**src/rtl/if_parcel_queue.sv**
```systemverilog
// Instruction-fetch parcel queue: issues in-order memory requests for the core's
// next PC, collects the responses and presents the oldest entry to the decoder.
module if_parcel_queue #(
    parameter int XLEN        = 32,
    parameter int PARCEL_SIZE = 32,
    parameter int DEPTH       = 4
) (
    input  logic                      clk,
    input  logic                      rst,

    input  logic [XLEN-1:0]           if_nxt_pc,
    output logic                      if_stall_nxt_pc,
    input  logic                      if_stall,
    input  logic                      if_flush,

    output logic [PARCEL_SIZE-1:0]    if_parcel,
    output logic [XLEN-1:0]           if_parcel_pc,
    output logic [PARCEL_SIZE/16-1:0] if_parcel_valid,
    output logic                      if_parcel_misaligned,
    output logic                      if_parcel_page_fault,

    output logic                      imem_req,
    output logic [XLEN-1:0]           imem_adr,
    input  logic                      imem_ack,
    input  logic                      imem_rvalid,
    input  logic [PARCEL_SIZE-1:0]    imem_q,
    input  logic                      imem_err
);

    localparam int PTR_W = $clog2(DEPTH);
    localparam int CNT_W = PTR_W + 1;
    localparam int VLD_W = PARCEL_SIZE / 16;
    localparam logic [CNT_W:0] DEPTH_C = (CNT_W + 1)'(DEPTH);

    logic [XLEN-1:0]        pc_q     [DEPTH];
    logic [PARCEL_SIZE-1:0] parcel_q [DEPTH];
    logic [DEPTH-1:0]       filled_q;
    logic [DEPTH-1:0]       mis_q;
    logic [DEPTH-1:0]       err_q;

    logic [PTR_W-1:0] head_q;
    logic [PTR_W-1:0] tail_q;
    logic [CNT_W-1:0] occ_q;
    logic [CNT_W-1:0] discard_q;

    logic             has_room;
    logic             aligned;
    logic             accept;
    logic             mis_alloc;
    logic             push;
    logic             pop;
    logic             head_valid;
    logic             rsp_drop;
    logic             fill;

    logic [CNT_W-1:0] pend_cnt;
    logic             pend_found;
    logic [PTR_W-1:0] pend_idx;
    logic [PTR_W-1:0] scan_idx;
    logic [CNT_W-1:0] outstanding;
    logic             flush_rsp;
    logic [CNT_W-1:0] discard_nxt;

    // Responses still owed to flushed entries occupy slots just like live entries,
    // so the number of requests in flight can never exceed DEPTH.
    assign has_room  = ({1'b0, occ_q} + {1'b0, discard_q}) < DEPTH_C;
    assign aligned   = (if_nxt_pc[1:0] == 2'b00);

    assign imem_req  = !rst && !if_flush && has_room && aligned;
    assign imem_adr  = if_nxt_pc;
    assign accept    = imem_req && imem_ack;
    assign mis_alloc = !rst && !if_flush && has_room && !aligned;
    assign push      = accept || mis_alloc;

    assign if_stall_nxt_pc = !push;

    assign head_valid = (occ_q != '0) && filled_q[head_q];
    assign pop        = head_valid && !if_stall && !if_flush;

    // Oldest occupied entry still waiting for memory, plus how many such entries exist.
    always_comb begin
        pend_cnt   = '0;
        pend_found = 1'b0;
        pend_idx   = head_q;
        scan_idx   = head_q;
        for (int k = 0; k < DEPTH; k++) begin
            scan_idx = head_q + PTR_W'(k);
            if ((CNT_W'(k) < occ_q) && !filled_q[scan_idx]) begin
                pend_cnt = pend_cnt + CNT_W'(1);
                if (!pend_found) begin
                    pend_found = 1'b1;
                    pend_idx   = scan_idx;
                end
            end
        end
    end

    assign rsp_drop = (discard_q != '0);
    assign fill     = imem_rvalid && !if_flush && !rsp_drop && pend_found;

    // A response landing in the flush cycle is already accounted for, so it is
    // removed from the count of responses still to be discarded.
    assign outstanding = discard_q + pend_cnt;
    assign flush_rsp   = imem_rvalid && (outstanding != '0);
    assign discard_nxt = outstanding - CNT_W'(flush_rsp);

    always_ff @(posedge clk or posedge rst) begin
        if (rst) begin
            head_q    <= '0;
            tail_q    <= '0;
            occ_q     <= '0;
            discard_q <= '0;
            filled_q  <= '0;
            mis_q     <= '0;
            err_q     <= '0;
            for (int i = 0; i < DEPTH; i++) begin
                pc_q[i]     <= '0;
                parcel_q[i] <= '0;
            end
        end else if (if_flush) begin
            occ_q     <= '0;
            head_q    <= tail_q;
            discard_q <= discard_nxt;
        end else begin
            // Misaligned entries carry a zero parcel; only their flag is meaningful.
            if (push) begin
                pc_q[tail_q]     <= if_nxt_pc;
                parcel_q[tail_q] <= '0;
                filled_q[tail_q] <= mis_alloc;
                mis_q[tail_q]    <= mis_alloc;
                err_q[tail_q]    <= 1'b0;
                tail_q           <= tail_q + PTR_W'(1);
            end
            if (fill) begin
                parcel_q[pend_idx] <= imem_q;
                err_q[pend_idx]    <= imem_err;
                filled_q[pend_idx] <= 1'b1;
            end
            if (imem_rvalid && rsp_drop) begin
                discard_q <= discard_q - CNT_W'(1);
            end
            if (pop) begin
                head_q <= head_q + PTR_W'(1);
            end
            occ_q <= occ_q + CNT_W'(push) - CNT_W'(pop);
        end
    end

    assign if_parcel_valid      = {VLD_W{head_valid}};
    assign if_parcel            = parcel_q[head_q];
    assign if_parcel_pc         = pc_q[head_q];
    assign if_parcel_misaligned = head_valid && mis_q[head_q];
    assign if_parcel_page_fault = head_valid && err_q[head_q];

endmodule
```
**config.mk**
```make
export PLATFORM = sky130hd
export DESIGN_NAME = if_parcel_queue
export DESIGN_NICKNAME = d
export VERILOG_FILES = /design/src/rtl/if_parcel_queue.sv
export SDC_FILE = /design/constraint.sdc
export NUM_CORES = 1
export LEC_CHECK = 0
export BUFFER_PORTS_ARGS = -buffer_cell sky130_fd_sc_hd__buf_2
export CAP_MARGIN = 40
export CORE_ASPECT_RATIO = 0.6
export CORE_MARGIN = 4
export CORE_UTILIZATION = 35
export CTS_CLUSTER_SIZE = 25
export DETAILED_ROUTE_END_ITERATION = 10
export GPL_ROUTABILITY_DRIVEN = 0
export PLACE_DENSITY = 0.54
export SLEW_MARGIN = 20
export SYNTH_ARGS = -nofsm -noshare
export SYNTH_HDL_FRONTEND = slang
export SYNTH_SLANG_ARGS = --single-unit
```
**constraint.sdc**
```tcl
create_clock -name clk -period 8.52 [get_ports clk]
set_clock_uncertainty 0.05 [all_clocks]
set_input_delay 0 -clock clk [delete_from_list [all_inputs] [get_ports clk]]
set_output_delay 0 -clock clk [all_outputs]
set_load 0.01 [all_outputs]
```
# After elaboration in Yosys (flattened, before gate mapping)
# Cells that the tools add are included.
dict set report word_totals {
  reg_bits 278
  latch_bits 0
  memories 0
  output_inout_bits 102
  wordCells 155
  mem_bits_rw 0
  in_bits 71
  romBits 0
}
dict set report op_classes {
  shift 0
  add_sub_neg 13
  div_mod_pow 0
  reduce_logical 41
  n_mul 0
  n_bitwise 9
  order_cmp 18
  muxes 59
  n_eq_ne 0
}
# cell count
set op_table {}
lappend op_table {{$mux W128} 3}
lappend op_table {{$bwmux W128} 2}
lappend op_table {{$mux W32} 6}
lappend op_table {{$and A128 B128 Y128} 1}
lappend op_table {{$bmux W32 S2} 2}
lappend op_table {{$demux W32 S2} 2}
lappend op_table {{$not A128 Y128} 1}
lappend op_table {{$mux W4} 6}
lappend op_table {{$logic_and A1 B1 Y1} 23}
lappend op_table {{$lt A2 B3 Y1 const B} 6}
lappend op_table {{$mux W3} 6}
lappend op_table {{$mux W2} 8}
lappend op_table {{$mux W1} 13}
lappend op_table {{$bmux W1 S2} 6}
lappend op_table {{$bwmux W4} 3}
lappend op_table {{$logic_not A1 Y1} 10}
lappend op_table {{$add A3 B1 Y3 const B} 3}
lappend op_table {{$ge A3 B3 Y1 const B} 3}
lappend op_table {{$not A2 Y3} 3}
lappend op_table {{$reduce_bool A3 Y1} 3}
lappend op_table {{$lt A1 B3 Y1 const A} 2}
lappend op_table {{$lt A2 B3 Y1 const A} 2}
lappend op_table {{$lt A3 B1 Y1 const B} 2}
lappend op_table {{$sub A3 B1 Y3} 2}
lappend op_table {{17 further kinds} 22}

# Longest topological paths before layout
# Gate-level depths: netlist of run 1.
dict set report depth {
  word_depth 18
  depth_mapped 20
  ltp_nobuf 19
}

# Worst setup path after synthesis of run 1
# No wires, ideal clock.
dict set report synth_timing {
  path_kind {register to register}
  from {register head_q[0]}
  to {register discard_q[2]}
  n_path_buf 3
  required_ps 8334
  arrival_time_ps 4043
  setup_slack_ps 4291
  stages_incl_launch_ff 21
  period_less_slack_ps 4229
  setup_time_ps 136
  path_cell_list {dfrtp_1 clkbuf_8 buf_6 clkbuf_1 a211o_1 a21oi_1 inv_1 ha_1 xnor2_1 ha_1 nor2_1 a21oi_1 fa_1 xor2_1 xnor2_1 xnor2_1 o31a_1 ha_1 ha_1 xnor2_1 a21oi_1}
}
dict set report synth_via {
  elab_chain_cells 16
  elab_cells_between_ends 31
  cone_classes {8 x add/sub; 13 x mux; 10 x reduce/logical}
}
# item line
set synth_lines {}
lappend synth_lines {{start: declaration} 41} ;# logic [PTR_W-1:0] head_q;
lappend synth_lines {{start signal: assignment} 122} ;# head_q <= tail_q;
lappend synth_lines {{start signal: assignment} 143} ;# head_q <= head_q + PTR_W'(1);
lappend synth_lines {{$bmux W1 S2} 88} ;# if ((CNT_W'(k) < occ_q) && !filled_q[scan_idx]) begin
lappend synth_lines {{$mux W1 (implied by the code)} 88}
lappend synth_lines {{$logic_not A1 Y1} 88}
lappend synth_lines {{$logic_and A1 B1 Y1} 88}
lappend synth_lines {{$mux W1} 88}
lappend synth_lines {{$add A3 B1 Y3} 89} ;# pend_cnt = pend_cnt + CNT_W'(1);
lappend synth_lines {{$mux W3} 88}
lappend synth_lines {{$add A3 B1 Y3} 89}
lappend synth_lines {{$mux W3} 88}
lappend synth_lines {{$add A3 B1 Y3} 89}
lappend synth_lines {{$mux W3 (*)} 88}
lappend synth_lines {{$add A3 B3 Y3 (*)} 103} ;# assign outstanding = discard_q + pend_cnt;
lappend synth_lines {{$reduce_bool A3 Y1} 104} ;# assign flush_rsp = imem_rvalid && (outstanding != '0);
lappend synth_lines {{$logic_and A1 B1 Y1} 104}
lappend synth_lines {{$sub A3 B1 Y3 (*)} 105} ;# assign discard_nxt = outstanding - CNT_W'(flush_rsp);
lappend synth_lines {{$mux W3 (*)} 120} ;# end else if (if_flush) begin
lappend synth_lines {{end signal: assignment} 123} ;# discard_q <= discard_nxt;
lappend synth_lines {{end signal: assignment} 140} ;# discard_q <= discard_q - CNT_W'(1);
lappend synth_lines {{end: declaration} 44} ;# logic [CNT_W-1:0] discard_q;
# Every way passes the cells marked *; elsewhere a longest branch is shown, timed or not. The select of a mux whose other input is x is not followed.
# A chain may end at the register's enable or synchronous reset.

# Worst setup path in the final report of run 1
dict set report layout_timing {
  from {register head_q[1]}
  to {register discard_q[2]}
}
# Same word-level chain as after synthesis.

==> flow_metrics.tcl, run 1 <==
set metrics [dict create \
    critical_path.startpoint "head_q[1]$_DFFE_PP0P_" \
    synth_edf_count 0 \
    wl_per_cell_um 19.2 \
    grt_pass1_vias 9195 \
    ctsHoldBuffers 70 \
    hold_start "imem_ack" \
    ios 173 \
    grt_antenna_before_repair 1 \
    cts_tree "yes" \
    overflow 0 \
    layout_min_cycle_time_ns 4.98 \
    fin_nets 1305 \
    clk_pin_slew_ns 0.06 \
    area_delta_synth_final_pct 21.3 \
    yosysWarnings 0 \
    die_w_um 264 \
    tightest_slew_ns 0.820 \
    ant_nets 0 \
    slew_violations 0 \
    finalPower_uw 5460 \
    cts_buffers 30 \
    start_kind "flop" \
    place_hpwl_um 20500 \
    totalWireLength_um 33700 \
    tns_ns 0 \
    maxCapViolCount 0 \
    path_cells "buf_4 > mux2i_2 > and3_1 > nor2_1 > xnor2_1 > ha_1 > nor2_1 > a21oi_1 > fa_1 > xor2_1 > xnor2_1 > xnor2_1 > o31a_1 > ha_1 > ha_1 > xnor2_1 > a21oi_1" \
    r2r_end "discard_q[2]$_DFFE_PP0P_" \
    htreeDepth 1 \
    holdCritPathClass "primary input to flop" \
    maxSlewHeadroom 0.453 \
    r2r_start "head_q[1]$_DFFE_PP0P_" \
    critPathArrivalTime_ns 5.36 \
    place_ws_ns 3.51 \
    critPathBufInv 1 \
    cts_root_buf "clkbuf_16" \
    grt_pass1_wl_um 54800 \
    dr_total_vias 8478 \
    clockBufferDepth 3 \
    drive_gt1_frac 0.346 \
    ir_drop_uv 160 \
    coreArea_um2 39000 \
    ys_async_sr_fraction 1.00 \
    critPathCapture "discard_q[2]$_DFFE_PP0P_" \
    crit_path_end_kind "flop" \
    timing.critical_path.depth 17 \
    clk_latency_ns 0.55 \
    critPathMaxStageDelay_ns 0.81 \
    grt_max_degree 86 \
    synthCells 1015 \
    powerDensity_nw_per_um2 326 \
    synth.distinct_cells 65 \
    syn_area_um2 13800 \
    status "finished, final reports clean" \
    dieArea_um2 42800 \
    crit_slowest_cell "dfrtp_4" \
    dieHeight_um 162 \
    ys_seq_area_frac 0.504 \
    fmax_mhz 201 \
    drtIter0Drc 473 \
    setup_violations 0 \
    synth_nets 1108 \
    crit_type "flop to flop" \
    cp_max_fo 47 \
    synthFlopType "dfrtp_1" \
    final_common_cell "dfrtp_1" \
    reg2regPathDepth 17 \
    fin_crit_sh 0.585 \
    cts.sinks 278 \
    final_cell_mix "dfrtp_1 (276), buf_2 (173), nand2_1 (144)" \
    p_leak_uw 0.00821 \
    drc 0 \
    post_cts_resized 0 \
    path_delay_family "adder cells" \
    ys_ff_latch 278 \
    worst-r2r-setup-slack_ns 3.54 \
    cpMostUsedCell "xnor2_1" \
    post_cts_buffers 0 \
    crit_required_ns 8.89 \
    fin_ws_ns 3.54 \
    fp-row-count 56 \
    rsz0062_at_grt "no" \
    start_util 0.354 \
    dr.pass1.iters 4 \
    vias_per_cell 4.82 \
    io_buffers 172 \
    finalHoldViolCount 0 \
    synth_area_per_cell_um2 13.6 \
    track_usage 0.160 \
]
-- through the flow --
stage               cell area [µm²]  hold WS (ns)  std cells  utilization
finish                        16700         0.180       1758        0.430
global route                  16700         0.201       1758        0.430
CTS                           16700         0.149       1757        0.430
detailed placement            14900        0.0367       1632        0.383
global placement              14700         0.199       1623        0.378
floorplan                     13800     -0.000519       1015            -
-- synth_stat cells, drive strengths merged, types with 2 or more instances --
| library cell | number | area, µm² |
|---|---|---|
| dlymetal6s2s | 2 | 25.0 |
| o21a | 2 | 15.0 |
| dfrtp | 278 | 6960 |
| nand3b | 2 | 15.0 |
| mux4 | 68 | 1540 |
| a311oi | 2 | 23.8 |
| mux2i | 137 | 1390 |
| xor2 | 3 | 45.1 |
| clkbuf | 11 | 51.3 |
| nand2b | 2 | 15.0 |
| nand3 | 3 | 15.0 |
| a22o | 3 | 26.3 |
| buf | 81 | 613 |
| nor3 | 2 | 10.0 |
| ha | 20 | 250 |
| mux2 | 129 | 1450 |
| a221o | 2 | 20.0 |
| a211o | 2 | 17.5 |
| nand2 | 150 | 583 |
| o21ai | 4 | 20.0 |
| o31a | 2 | 17.5 |
| xnor2 | 10 | 106 |
| inv | 53 | 199 |
| nor2 | 12 | 68.8 |
| fa | 2 | 40.0 |
| a21oi | 7 | 35.0 |
| nor2b | 4 | 25.0 |
| nor4b | 2 | 17.5 |
| o221ai | 2 | 41.3 |
-- state kept, by name, summed over array words and instances, names as in the netlist --
| name | count |
|---|---|
| discard_q | 3 |
| err_q | 4 |
| filled_q | 4 |
| head_q | 2 |
| mis_q | 4 |
| occ_q | 3 |
| parcel_q | 128 |
| pc_q | 128 |
| tail_q | 2 |
-- cells by family (layout without fill, tap and decap cells) --
logic type                 Yosys count  count (layout)  synth area share
AOI/OAI and AO/OA                   35              35            0.0229
xor gates and xnor gates            13              13            0.0110
adders and majority gates           22              22            0.0210
buffers and inverters              147             367            0.0644
DFF                                278             278             0.504
muxes                              334             334             0.317
other                                0               1                 0
and+or+nand+nor                    186             186            0.0596
-- layout make-up --
| type | count | area, µm² |
|---|---|---|
| Timing Repair Buffer | 259 | 1830 |
| Clock inverter | 13 | 228 |
| Fill cell | 3577 | 22200 |
| Tap cell | 522 | 653 |
| Clock buffer | 42 | 877 |
| Multi-Input combinational cell | 590 | 5980 |
| Inverter | 53 | 206 |
| Sequential cell | 278 | 6960 |
| Antenna cell | 1 | 2.50 |
-- worst register-to-register path, cell delays in order, from the launching register on --
cell     delay, ns
dfrtp_4       0.81
buf_4         0.77
mux2i_2       0.42
and3_1        0.24
nor2_1        0.10
xnor2_1       0.25
ha_1          0.29
nor2_1        0.10
a21oi_1       0.07
fa_1          0.41
xor2_1        0.18
xnor2_1       0.14
xnor2_1       0.16
o31a_1        0.26
ha_1          0.18
ha_1          0.18
xnor2_1       0.15
a21oi_1       0.08
-- power by group --
| part | total, µW | switching, µW | internal [µW] | leakage [µW] |
|---|---|---|---|---|
| clock network | 1450 | 547 | 898 | 0.000537 |
| logic | 1850 | 845 | 1000 | 0.00402 |
| registers | 2170 | 348 | 1830 | 0.00365 |
-- routing by layer --
metal	track usage	part of all wire	up-vias
met2	0.248	0.46	112
met5	0	0	-
met4	0.0273	0.016	0
met3	0.0248	0.029	35
met1	0.243	0.50	4391
li1	-	-	3940
-- how the worst min path moves through the flow --
stage,end,slack (ns),cells after the start
final,tail_q[0]$_DFFE_PP0P_,0.18,3
after global routing,tail_q[0]$_DFFE_PP0P_,0.20,3
after CTS,tail_q[0]$_DFFE_PP0P_,0.15,3
after detailed placement,pc_q[18]$_DFFE_PP0P_,0.04,2
after global placement,imem_adr[16],0.20,2
after floorplan,imem_req,-0.0005,1
Note: power is estimated with default switching activity, not from simulation.
==> run 2: changes to the inputs <==
PLACE_DENSITY = 0.56   (was 0.54)
clock period = 4.2 ns   (was 8.52 ns; I/O delays follow)
==> run 2 against run 1 <==
  * Sequential cell count stayed put
  * Power grew 96%
  * Via count up 1.1%
  * First-iteration DRC count is 2.7% lower
  * Register-to-register slack lost 3.3 ns
  * Clock power increased by 68%
  * Combinational power rose by 120%
  * Final area decreased by 0.49%
  * Worst setup slack got worse by 3.3 ns
  * Critical endpoint unchanged
==> flow_metrics.tcl, run 2 (same netlist as run 1, synthesis figures left out) <==
set metrics [dict create \
    grt_pass1_wl_um 54000 \
    dr.pass1.iters 6 \
    ir_drop_uv 309 \
    ios 173 \
    ant_nets 0 \
    powerDensity_nw_per_um2 644 \
    cp_max_fo 10 \
    seq_area_um2 6970 \
    diodes 0 \
    drive_gt1_frac 0.352 \
    finalPower_uw 10700 \
    crit_type "flop to flop" \
    crit_required_ns 4.57 \
    start_util 0.354 \
    track_usage 0.157 \
    p_leak_uw 0.00817 \
    multi_input_area_um2 6020 \
    finalHoldViolCount 0 \
    status "finished, final reports clean" \
    slew_violations 0 \
    cts_tree "yes" \
    area_delta_synth_final_pct 20.7 \
    grt_antenna_before_repair 0 \
    final_cell_mix "dfrtp_1 (274), buf_2 (172), nand2_1 (144)" \
    drtIter0Drc 460 \
    critPathArrivalTime_ns 4.33 \
    cts.sinks 278 \
    fmax_mhz 253 \
    wl_per_cell_um 18.9 \
    dr_total_vias 8570 \
    place_hpwl_um 20600 \
    totalWireLength_um 33400 \
    clockBufferDepth 3 \
    die_w_um 264 \
    fill_cells 3638 \
    grt_max_degree 175 \
    dp_cells 1645 \
    start_kind "flop" \
    fin_ws_ns 0.243 \
    dieHeight_um 162 \
    drc 0 \
    io_buffers 172 \
    vias_per_cell 4.85 \
    grt_pass1_vias 9124 \
    cts_buffers 29 \
    r2r_end "discard_q[2]$_DFFE_PP0P_" \
    dieArea_um2 42800 \
    worst-r2r-setup-slack_ns 0.24 \
    holdCritPathClass "primary input to asynchronous set/reset pin" \
    clk_latency_ns 0.56 \
    clk_pin_slew_ns 0.06 \
    htreeDepth 1 \
    layout_min_cycle_time_ns 3.96 \
    overflow 0 \
    maxCapViolCount 0 \
    crit_path_end_kind "flop" \
    tns_ns 0 \
    finalNonFillerCells 1768 \
    fin_crit_sh 0.942 \
    rsz0062_at_grt "no" \
    critical_path.startpoint "head_q[1]$_DFFE_PP0P_" \
    place_ws_ns 0.0923 \
    maxSlewHeadroom 0.474 \
    setup_violations 0 \
    fin_nets 1320 \
    coreArea_um2 39000 \
    r2r_start "head_q[1]$_DFFE_PP0P_" \
    final_common_cell "dfrtp_1" \
    reg_top3 "parcel_q (128), pc_q (128)" \
    cts_root_buf "clkbuf_16" \
    tightest_slew_ns 0.782 \
    fp-row-count 56 \
    reg2regPathDepth 17 \
]
-- run 2: cell types whose count changed in the layout (fill, tap and decap cells not counted), moves of 2 or more --
| cell | previous run | this run |
|---|---|---|
| clkbuf_1 | 5 | 11 |
| clkbuf_16 | 31 | 29 |
| buf_4 | 8 | 25 |
| buf_12 | 2 | 4 |
| dfrtp_1 | 276 | 274 |
| dfrtp_2 | 0 | 2 |
| buf_16 | 6 | 3 |
| bufinv_16 | 6 | 0 |
-- run 2: how the worst max path moves through the flow --
stage                                     endpoint  slack, ns  cells past startpoint
after floorplan           discard_q[2]$_DFFE_PP0P_       0.04                     20
after global routing      discard_q[2]$_DFFE_PP0P_      0.009                     18
after global placement    discard_q[2]$_DFFE_PP0P_       0.08                     18
after CTS                 discard_q[2]$_DFFE_PP0P_       0.07                     16
final                     discard_q[2]$_DFFE_PP0P_       0.24                     17
after detailed placement  discard_q[2]$_DFFE_PP0P_       0.09                     18
-- run 2: repair_timing --
item                       4_1_cts  5_1_grt
setup buffers                    0        2
hold buffers                    69        0
gates resized for setup          0       12
hold endpoints to repair       546        0
setup endpoints to repair        0        2
-- run 2: layout make-up --
class / count / area share
repair buffers: 275 / 0.116
flip-flops and latches: 278 / 0.418
multi-input cells: 590 / 0.362
clock buffers: 46 / 0.0510
well taps: 522 / 0.0392
clock inverters: 4 / 0.00225
inverters: 53 / 0.0122
-- run 2: per-stage QoR --
step                      hold slack, ns  utilization  instance area [µm²]
after global placement             0.200        0.383                14900
after global routing               0.162        0.428                16700
after CTS                          0.157        0.424                16500
final                              0.122        0.428                16700
after floorplan                -0.000519            -                13800
after detailed placement           0.197        0.384                15000
-- run 2: where the power goes --
group | switching, µW | internal (µW) | leakage (µW)
sequential | 547 | 3710 | 0.00365
clock | 1060 | 1380 | 0.000431
combinational | 1920 | 2120 | 0.00409
-- run 2: critical path, cell delays in order (launching register included) --
cell,delay (ns)
dfrtp_4,0.56
mux2i_4,0.21
buf_4,0.15
and4b_2,0.27
nor2_4,0.21
mux2i_1,0.22
ha_1,0.25
nor2_1,0.10
a21oi_1,0.07
fa_1,0.41
xor2_1,0.18
xnor2_1,0.19
xnor2_1,0.11
o31a_1,0.26
ha_1,0.18
ha_1,0.19
xnor2_1,0.13
a21oi_1,0.08
-- run 2: layer usage --
metal / GRT usage / share of wire / vias up
met5: 0 / 0 / -
met4: 0.0228 / 0.012 / 0
met3: 0.0286 / 0.040 / 32
met2: 0.240 / 0.45 / 137
met1: 0.238 / 0.50 / 4431
li1: - / - / 3970
